## src/rtl/ps2_kbd_receiver.sv

```systemverilog
// ps2_kbd_receiver
// Receives 11-bit PS/2 keyboard frames (start, 8 data LSB first, odd parity,
// stop). Each accepted scan code is presented as a level handshake: the
// kbd_data_ready output is held high for READY_CYCLES clocks and then low
// for READY_CYCLES clocks. A one-entry pending buffer absorbs a code that
// arrives while a presentation is in progress.
// Optional feature macro: PS2_BREAK_FILTER_EN. When it is defined, break
// sequences (F0 xx) and E0 prefixes are dropped, so only make codes are
// presented.
module ps2_kbd_receiver #(
    parameter int READY_CYCLES   = 16,
    parameter int TIMEOUT_CYCLES = 10000
) (
    input  logic       clk,
    input  logic       reset,
    input  logic       ps2_clk,
    input  logic       ps2_data,
    output logic [7:0] kbd_code,
    output logic       kbd_data_ready,
    output logic       frame_error,
    output logic       overrun
);

    localparam int RW = $clog2(READY_CYCLES) + 1;
    localparam int TW = $clog2(TIMEOUT_CYCLES) + 1;
    localparam logic [RW-1:0] READY_LAST   = RW'(READY_CYCLES - 1);
    localparam logic [TW-1:0] TIMEOUT_LAST = TW'(TIMEOUT_CYCLES - 1);

    typedef enum logic [1:0] {
        RX_IDLE,
        RX_DATA,
        RX_PARITY,
        RX_STOP
    } rx_state_t;

    typedef enum logic [1:0] {
        OUT_IDLE,
        OUT_HIGH,
        OUT_GAP
    } out_state_t;

    // ------------------------------------------------------------------
    // Synchronisers and falling-edge detect
    // ------------------------------------------------------------------
    logic ps2_clk_meta_q;
    logic ps2_clk_sync_q;
    logic ps2_clk_prev_q;
    logic ps2_data_meta_q;
    logic ps2_data_sync_q;
    logic ps2_fall;

    // Two-flop synchronisers on both pins plus one history flop for edge detect;
    // everything idles high like the bus itself.
    always_ff @(posedge clk or negedge reset) begin
        if (!reset) begin
            ps2_clk_meta_q  <= 1'b1;
            ps2_clk_sync_q  <= 1'b1;
            ps2_clk_prev_q  <= 1'b1;
            ps2_data_meta_q <= 1'b1;
            ps2_data_sync_q <= 1'b1;
        end else begin
            ps2_clk_meta_q  <= ps2_clk;
            ps2_clk_sync_q  <= ps2_clk_meta_q;
            ps2_clk_prev_q  <= ps2_clk_sync_q;
            ps2_data_meta_q <= ps2_data;
            ps2_data_sync_q <= ps2_data_meta_q;
        end
    end

    assign ps2_fall = ps2_clk_prev_q & ~ps2_clk_sync_q;

    // ------------------------------------------------------------------
    // Receive FSM
    // ------------------------------------------------------------------
    rx_state_t     rx_state_q, rx_state_d;
    logic [2:0]    bit_cnt_q, bit_cnt_d;
    logic [7:0]    shift_q, shift_d;
    logic          parity_q, parity_d;
    logic [TW-1:0] tmo_cnt_q, tmo_cnt_d;
    logic          rx_accept;
    logic          rx_error;

    // Receive state register.
    always_ff @(posedge clk or negedge reset) begin
        if (!reset) begin
            rx_state_q <= RX_IDLE;
            bit_cnt_q  <= 3'd0;
            shift_q    <= 8'h00;
            parity_q   <= 1'b0;
            tmo_cnt_q  <= '0;
        end else begin
            rx_state_q <= rx_state_d;
            bit_cnt_q  <= bit_cnt_d;
            shift_q    <= shift_d;
            parity_q   <= parity_d;
            tmo_cnt_q  <= tmo_cnt_d;
        end
    end

    // Frame decode: one bit per ps2_clk fall, with an inactivity timeout mid-frame.
    // rx_accept/rx_error are single-cycle strobes on the stop-bit fall (or timeout).
    always_comb begin
        rx_state_d = rx_state_q;
        bit_cnt_d  = bit_cnt_q;
        shift_d    = shift_q;
        parity_d   = parity_q;
        tmo_cnt_d  = tmo_cnt_q;
        rx_accept  = 1'b0;
        rx_error   = 1'b0;
        case (rx_state_q)
            RX_IDLE: begin
                tmo_cnt_d = '0;
                // A fall with data high is a glitch, not a start bit.
                if (ps2_fall && !ps2_data_sync_q) begin
                    rx_state_d = RX_DATA;
                    bit_cnt_d  = 3'd0;
                end
            end
            default: begin
                if (ps2_fall) begin
                    tmo_cnt_d = '0;
                    case (rx_state_q)
                        RX_DATA: begin
                            shift_d   = {ps2_data_sync_q, shift_q[7:1]};
                            bit_cnt_d = bit_cnt_q + 3'd1;
                            if (bit_cnt_q == 3'd7) begin
                                rx_state_d = RX_PARITY;
                            end
                        end
                        RX_PARITY: begin
                            parity_d   = ps2_data_sync_q;
                            rx_state_d = RX_STOP;
                        end
                        RX_STOP: begin
                            if (ps2_data_sync_q && (^{shift_q, parity_q})) begin
                                rx_accept = 1'b1;
                            end else begin
                                rx_error = 1'b1;
                            end
                            rx_state_d = RX_IDLE;
                        end
                        default: rx_state_d = RX_IDLE;
                    endcase
                end else if (tmo_cnt_q == TIMEOUT_LAST) begin
                    rx_error   = 1'b1;
                    rx_state_d = RX_IDLE;
                    tmo_cnt_d  = '0;
                end else begin
                    tmo_cnt_d = tmo_cnt_q + TW'(1);
                end
            end
        endcase
    end

    // ------------------------------------------------------------------
    // Optional break/extended-prefix filter
    // ------------------------------------------------------------------
    logic present;

`ifdef PS2_BREAK_FILTER_EN
    logic brk_q, brk_d;

    // Break flag register: set by F0, consumed by the following byte.
    always_ff @(posedge clk or negedge reset) begin
        if (!reset) begin
            brk_q <= 1'b0;
        end else begin
            brk_q <= brk_d;
        end
    end

    // Only make codes pass; E0 prefixes are dropped without touching the flag.
    always_comb begin
        brk_d   = brk_q;
        present = 1'b0;
        if (rx_error) begin
            brk_d = 1'b0;
        end else if (rx_accept) begin
            if (shift_q == 8'hF0) begin
                brk_d = 1'b1;
            end else if (shift_q == 8'hE0) begin
                brk_d = brk_q;
            end else if (brk_q) begin
                brk_d = 1'b0;
            end else begin
                present = 1'b1;
            end
        end
    end
`else
    assign present = rx_accept;
`endif

    // ------------------------------------------------------------------
    // Output stage: level handshake plus one-entry pending buffer
    // ------------------------------------------------------------------
    out_state_t    out_state_q, out_state_d;
    logic [RW-1:0] out_cnt_q, out_cnt_d;
    logic [7:0]    code_q, code_d;
    logic          ready_q, ready_d;
    logic [7:0]    pend_q, pend_d;
    logic          pend_full_q, pend_full_d;
    logic          frame_error_q;
    logic          overrun_q, overrun_d;

    // Output stage register.
    always_ff @(posedge clk or negedge reset) begin
        if (!reset) begin
            out_state_q   <= OUT_IDLE;
            out_cnt_q     <= '0;
            code_q        <= 8'h00;
            ready_q       <= 1'b0;
            pend_q        <= 8'h00;
            pend_full_q   <= 1'b0;
            frame_error_q <= 1'b0;
            overrun_q     <= 1'b0;
        end else begin
            out_state_q   <= out_state_d;
            out_cnt_q     <= out_cnt_d;
            code_q        <= code_d;
            ready_q       <= ready_d;
            pend_q        <= pend_d;
            pend_full_q   <= pend_full_d;
            frame_error_q <= rx_error;
            overrun_q     <= overrun_d;
        end
    end

    // Presentation sequencing. kbd_code is only reloaded when ready rises,
    // so it never moves while the consumer may be sampling it.
    always_comb begin
        out_state_d = out_state_q;
        out_cnt_d   = out_cnt_q;
        code_d      = code_q;
        ready_d     = ready_q;
        pend_d      = pend_q;
        pend_full_d = pend_full_q;
        overrun_d   = 1'b0;
        case (out_state_q)
            OUT_IDLE: begin
                if (present) begin
                    code_d      = shift_q;
                    ready_d     = 1'b1;
                    out_cnt_d   = '0;
                    out_state_d = OUT_HIGH;
                end
            end
            OUT_HIGH: begin
                if (out_cnt_q == READY_LAST) begin
                    ready_d     = 1'b0;
                    out_cnt_d   = '0;
                    out_state_d = OUT_GAP;
                end else begin
                    out_cnt_d = out_cnt_q + RW'(1);
                end
                if (present) begin
                    pend_d      = shift_q;
                    pend_full_d = 1'b1;
                    overrun_d   = pend_full_q;
                end
            end
            OUT_GAP: begin
                if (out_cnt_q == READY_LAST) begin
                    out_cnt_d = '0;
                    if (pend_full_q) begin
                        // Older pending byte goes out first; a coincident
                        // new byte takes its place in the buffer.
                        code_d      = pend_q;
                        ready_d     = 1'b1;
                        out_state_d = OUT_HIGH;
                        pend_full_d = present;
                        if (present) begin
                            pend_d = shift_q;
                        end
                    end else if (present) begin
                        code_d      = shift_q;
                        ready_d     = 1'b1;
                        out_state_d = OUT_HIGH;
                    end else begin
                        out_state_d = OUT_IDLE;
                    end
                end else begin
                    out_cnt_d = out_cnt_q + RW'(1);
                    if (present) begin
                        pend_d      = shift_q;
                        pend_full_d = 1'b1;
                        overrun_d   = pend_full_q;
                    end
                end
            end
            default: begin
                out_state_d = OUT_IDLE;
                ready_d     = 1'b0;
            end
        endcase
    end

    assign kbd_code       = code_q;
    assign kbd_data_ready = ready_q;
    assign frame_error    = frame_error_q;
    assign overrun        = overrun_q;

endmodule
```

## config.mk

```make
export PLATFORM = sky130hd
export DESIGN_NAME = ps2_kbd_receiver
export DESIGN_NICKNAME = d
export VERILOG_FILES = /design/src/rtl/ps2_kbd_receiver.sv
export SDC_FILE = /design/constraint.sdc
export NUM_CORES = 1
export LEC_CHECK = 0
export BUFFER_PORTS_ARGS = -buffer_cell sky130_fd_sc_hd__clkbuf_2
export CAP_MARGIN = 0
export CELL_PAD_IN_SITES_DETAIL_PLACEMENT = 0
export CELL_PAD_IN_SITES_GLOBAL_PLACEMENT = 2
export CORE_MARGIN = 5
export CORE_UTILIZATION = 45
export CTS_CLUSTER_SIZE = 28
export DETAILED_ROUTE_END_ITERATION = 8
export PLACE_DENSITY_LB_ADDON = 0.1
export RECOVER_POWER = 50
export REMOVE_ABC_BUFFERS = 1
export SLEW_MARGIN = 20
export SYNTH_ARGS = -nofsm -noshare
export SYNTH_HDL_FRONTEND = slang
export SYNTH_SLANG_ARGS = --single-unit
```

## constraint.sdc

```tcl
create_clock -name clk -period 5.2 [get_ports clk]
set_clock_uncertainty 0.05 [all_clocks]
set_input_delay 1.04 -clock clk [delete_from_list [all_inputs] [get_ports clk]]
set_output_delay 1.04 -clock clk [all_outputs]
set_load 0.01 [all_outputs]
```

* Word-level counts from Yosys, hierarchy flattened
Index checks and enable logic that the tools add are counted.
Word-level totals: bits in registers 61, bits of input ports 4, output and inout port bits 11, word-level logic and storage cells 111
Operators by class: add/sub/neg operators 3, eq/ne operators 14, multiplexer cells 51, bitwise gates (word level) 3, reduce and logical (&&, ||, !) cells 22
Operator list (count):
- 8-bit 2-to-1 mux | 6
- 15-bit 2-to-1 mux | 3
- 8-bit one-hot mux with 2 select lines | 2
- 1-bit 2-to-1 mux | 20
- 2-bit 2-to-1 mux | 8
- 15-bit by 1-bit adder with 15-bit output, second input constant | 1
- 15-bit by 14-bit == test with 1-bit output, second input constant | 1
- 3-bit AND reduction | 5
- 3-bit 2-to-1 mux | 4
- 5-bit 2-to-1 mux | 2
- 5-bit one-hot mux with 2 select lines | 1
- 2-bit nonzero test | 5
- 9-bit parity | 1
- 2-bit inequality test, second input constant | 4
- 2-bit AND reduction | 4
- 2-bit == test, second input constant | 3
- 2-bit one-hot mux with 3 select lines | 1
- 5-bit by 1-bit adder with 5-bit output, second input constant | 1
- 5-bit by 4-bit == test with 1-bit output, second input constant | 1
- 2-bit by 1-bit == test with 1-bit output, second input constant | 2
- 2-bit logical NOT | 2
- 4-bit inequality test, second input constant | 1
- 1-bit one-hot mux with 2 select lines | 2
- 2-bit one-hot mux with 2 select lines | 1
- 10 further kinds | 12

* Logic depth before layout (Yosys ltp)
depth in word-level cells 10, gate-level depth with buffers 8, mapped depth without buffers 7

* Worst setup path before layout
Ideal clock, no wire load.
kind register to register, start point reg rx_state_q[0], end point reg code_q[0], in the netlist kbd_code[0], library setup time 0.125 ns, arrival time 2.288 ns, required time 5.025 ns, path slack 2.737 ns, cell stages (with the launch flop) 8, buffers on the path 1, period minus slack after synthesis 2.463 ns, path through dfrtp_1 inv_1 ha_1 clkbuf_1 or4_4 mux2_4 a21oi_4 mux2_2
On the way: longest elaborated chain between the ends 8, elaborated cells on any way between the ends 9, classes of those cells eq/ne: 1; mux: 7; reduce/logical: 1
Ends and longest elaborated chain:
- start, declared | line 75 | rx_state_t rx_state_q, rx_state_d;
- start signal, assigned | line 92 | rx_state_q <= rx_state_d;
- 2-bit == test | line 122 | case (rx_state_q)
- 1-bit 2-to-1 mux | line 122
- 1-bit 2-to-1 mux | line 120 | if (ps2_fall) begin
- 1-bit 2-to-1 mux (*) | line 110 | case (rx_state_q)
- 8-bit 2-to-1 mux (*)
- 8-bit 2-to-1 mux (2 in series)
- 8-bit one-hot mux with 2 select lines (*)
- end signal, assigned | line 220 | code_q <= code_d;
- end, declared | line 199 | logic [7:0] code_q, code_d;
Mark *: on every way between the ends. The rest lies on a longest branch, timed or not. The select of a mux whose other input is x is not followed. A chain may end at the register's enable or synchronous reset.

* Worst setup path after layout
start point reg rx_state_q[0], end point reg code_q[7], in the netlist kbd_code[7]
The elaborated chain is that of the path after synthesis.

==> results.cfg <==
[sta]
rsz0062_at_grt = no
worst_pin_slew_ns = 0.766
slew_violations = 0
final.setup.tns_ns = 0
finalCriticalPeriod_ns = 2.61
relSlewSlack_pct = 48.9
fin_ws_ns = 2.59
clock.fmax_mhz = 383
fin_crit_sh_pct = 50.3
finalSetupViolCount = 0
hold_viol_final = 0

[synth]
synth.area.top_cells = dfrtp_1 46%, mux2_2 12%, ha_1 5.8%
syn_area_um2 = 3040
synth_top_area_share_pct = 46.1
yosys_warnings = 0
synth_cells = 260
synth_edf_count = 0
synth.distinct_cells = 49
syn_area_per_cell_um2 = 11.7
synth-main-ff-cell = dfrtp_1
synthArstFlopShare_pct = 100
yosysTopAreaCell = dfrtp_1
ys_seq_area_share_pct = 50.4
ys_seq_elements = 61

[layout]
final_cell_mix = 56 x dfrtp_1, 33 x mux2_2, 20 x nor2_1
layout.filler_cells = 630
final_cell_area_um2 = 3410
diodes = 0
final_common_cell = dfrtp_1
drive_gt1_share_pct = 27.6
nets = 299
layout.cells.non_filler = 366
syn2layout_area_growth_pct = 12.1
final_util_pct = 51.0

[drt]
drt-total-wl_um = 5250
drc = 0
antenna_left = 0
vias_per_cell = 5.22
vias = 1910
drtIter0Drc = 57
wl_per_cell_um = 14.3
drt_pass1_iterations = 4

[cts]
htree_levels = 3
post_cts_buffers = 0
clk_path_buf_depth = 2
clock_sinks = 61
cts_tree = done
cts_hold_buf = 0
clk_latency_ns = 0.34
cts_resized = 0
cts-root-buf = clkbuf_8
numCtsBuffers = 9
clkTransAtPathRegs_ns = 0.07

[placement]
dp_hpwl_um = 3480
dp_cells = 350
gp_congestion = 0.715
post-place-ws_ns = 2.58
dpl_cell_area_um2 = 3200
numPortBuffers = 14

[power]
internal-power_mw = 1.02
leakagePower_nw = 1.58
pwr-share-comb_pct = 29.4
worst_ir_drop_vdd_mv = 0.157
swShare_pct = 31.9
clkPwrFrac_pct = 29.3
powerDensity_nw_per_um2 = 439
switchingPower_mw = 0.478
power_frac_seq_pct = 41.3

[floorplan]
num_rows = 30
ios = 15
coreArea_um2 = 6680
initial_utilization_pct = 45.5
die-area_um2 = 8500
die_x_um = 92.2
die_h_um = 92.2

[global_routing]
track_usage_pct = 14.0
antenna_found_initial = 0
grt_pass1_vias = 1923
grt_max_degree = 62
grt_pass1_wl_um = 9240
overflow = 0

[setup_path]
rrSetupSlack_ns = 2.59
crit_required_ns = 5.37
path_max_fanout = 10
criticalPathCategory = reg -> reg
critPathLaunchType = register
crit_path_end_kind = register
crit_arrival_ns = 2.78

[status]
status = complete, no violations

[run]
maxCapViolations = 0

[min_path]
min_path_type = reg -> reg
[registers in the layout (all words and copies together), names as in the netlist]
signal	count
ps2_clk_meta_q	1
tmo_cnt_q	15
overrun	1
ps2_data_sync_q	1
out_state_q	2
bit_cnt_q	3
frame_error	1
ps2_data_meta_q	1
out_cnt_q	5
kbd_code	8
kbd_data_ready	1
parity_q	1
pend_q	8
ps2_clk_sync_q	1
shift_q	8
pend_full_q	1
rx_state_q	2
ps2_clk_prev_q	1
[power groups by stage]
stage               Clock (mW)  Sequential [mW]  Combinational (mW)
floorplan                    0            0.616               0.351
global placement             0            0.625               0.448
detailed placement           0            0.627               0.448
CTS                      0.456            0.619               0.450
global route             0.481            0.630               0.497
finish                   0.439            0.617               0.441
[cells in the mapped netlist (2+ instances only)]
| cell | number |
|---|---|
| dfrtp_1 | 56 |
| xor2_1 | 9 |
| nor2b_1 | 3 |
| ha_1 | 14 |
| nand3_1 | 5 |
| nand2_1 | 18 |
| nand2b_1 | 2 |
| dfstp_2 | 5 |
| inv_1 | 14 |
| a22o_1 | 3 |
| and3_1 | 3 |
| or3_1 | 4 |
| o21ai_0 | 12 |
| a21oi_1 | 9 |
| mux2i_1 | 3 |
| nand4_1 | 4 |
| xnor2_1 | 6 |
| a211oi_1 | 2 |
| nor2_1 | 20 |
| clkbuf_1 | 4 |
| mux2_2 | 33 |
| a31oi_1 | 4 |
[layout make-up]
type | count | area, um2 | share of cell area [%]
clock inverter | 5 | 58.8 | 1.73
sequential | 61 | 1530 | 45.0
inverter | 14 | 52.6 | 1.54
multi-input combinational | 180 | 1440 | 42.1
tap | 80 | 100 | 2.94
clock buffer | 11 | 151 | 4.44
timing repair buffer | 15 | 77.6 | 2.28
[layer usage]
layer | vias to the layer above | track usage, % | share of wire, % | routed length [um]
met2 | 18 | 21.0 | 45 | 2380
met3 | 10 | 4.43 | 2.3 | 120
met1 | 919 | 18.0 | 50 | 2630
met5 | - | 0 | 0 | 0
li1 | 963 | - | - | -
met4 | 0 | 7.05 | 2.2 | 114
[stage by stage]
| step | hold WS, ns | total power [mW] |
|---|---|---|
| final | 0.307 | 1.50 |
| after global routing | 0.310 | 1.61 |
| after CTS | 0.308 | 1.52 |
| after detailed placement | 0.297 | 1.07 |
| after global placement | 0.296 | 1.07 |
| after floorplan | 0.295 | 0.968 |
[worst max-delay path: stages, from the launching register on]
cell and delay, ns:
dfrtp_1 0.42, inv_1 0.11, ha_1 0.32, or4_4 0.59, mux2_4 0.33, a21oi_4 0.30
mux2_2 0.38
[cell families after synthesis]
kind of cell	after synthesis	synth area share, %
AND/OR/NAND/NOR	70	12.1
flip-flops	61	50.4
AO/OA/AOI/OAI	41	9.01
multiplexers	38	14.4
buffers and inverters	19	2.39
XOR/XNOR	17	5.88
adder cells (fa/ha/maj)	14	5.76
[worst paths after layout]
kind                                  from               to  cells past startpoint
min reg2reg                ps2_data_meta_q  ps2_data_sync_q                      0
max                          rx_state_q[0]      kbd_code[7]                      6
min in group asynchronous            reset    rx_state_q[1]                      2
max reg2reg                  rx_state_q[0]      kbd_code[7]                      6
min                        ps2_data_meta_q  ps2_data_sync_q                      0
max in group asynchronous            reset       shift_q[3]                      2
Power figures use the tool's default switching activity.
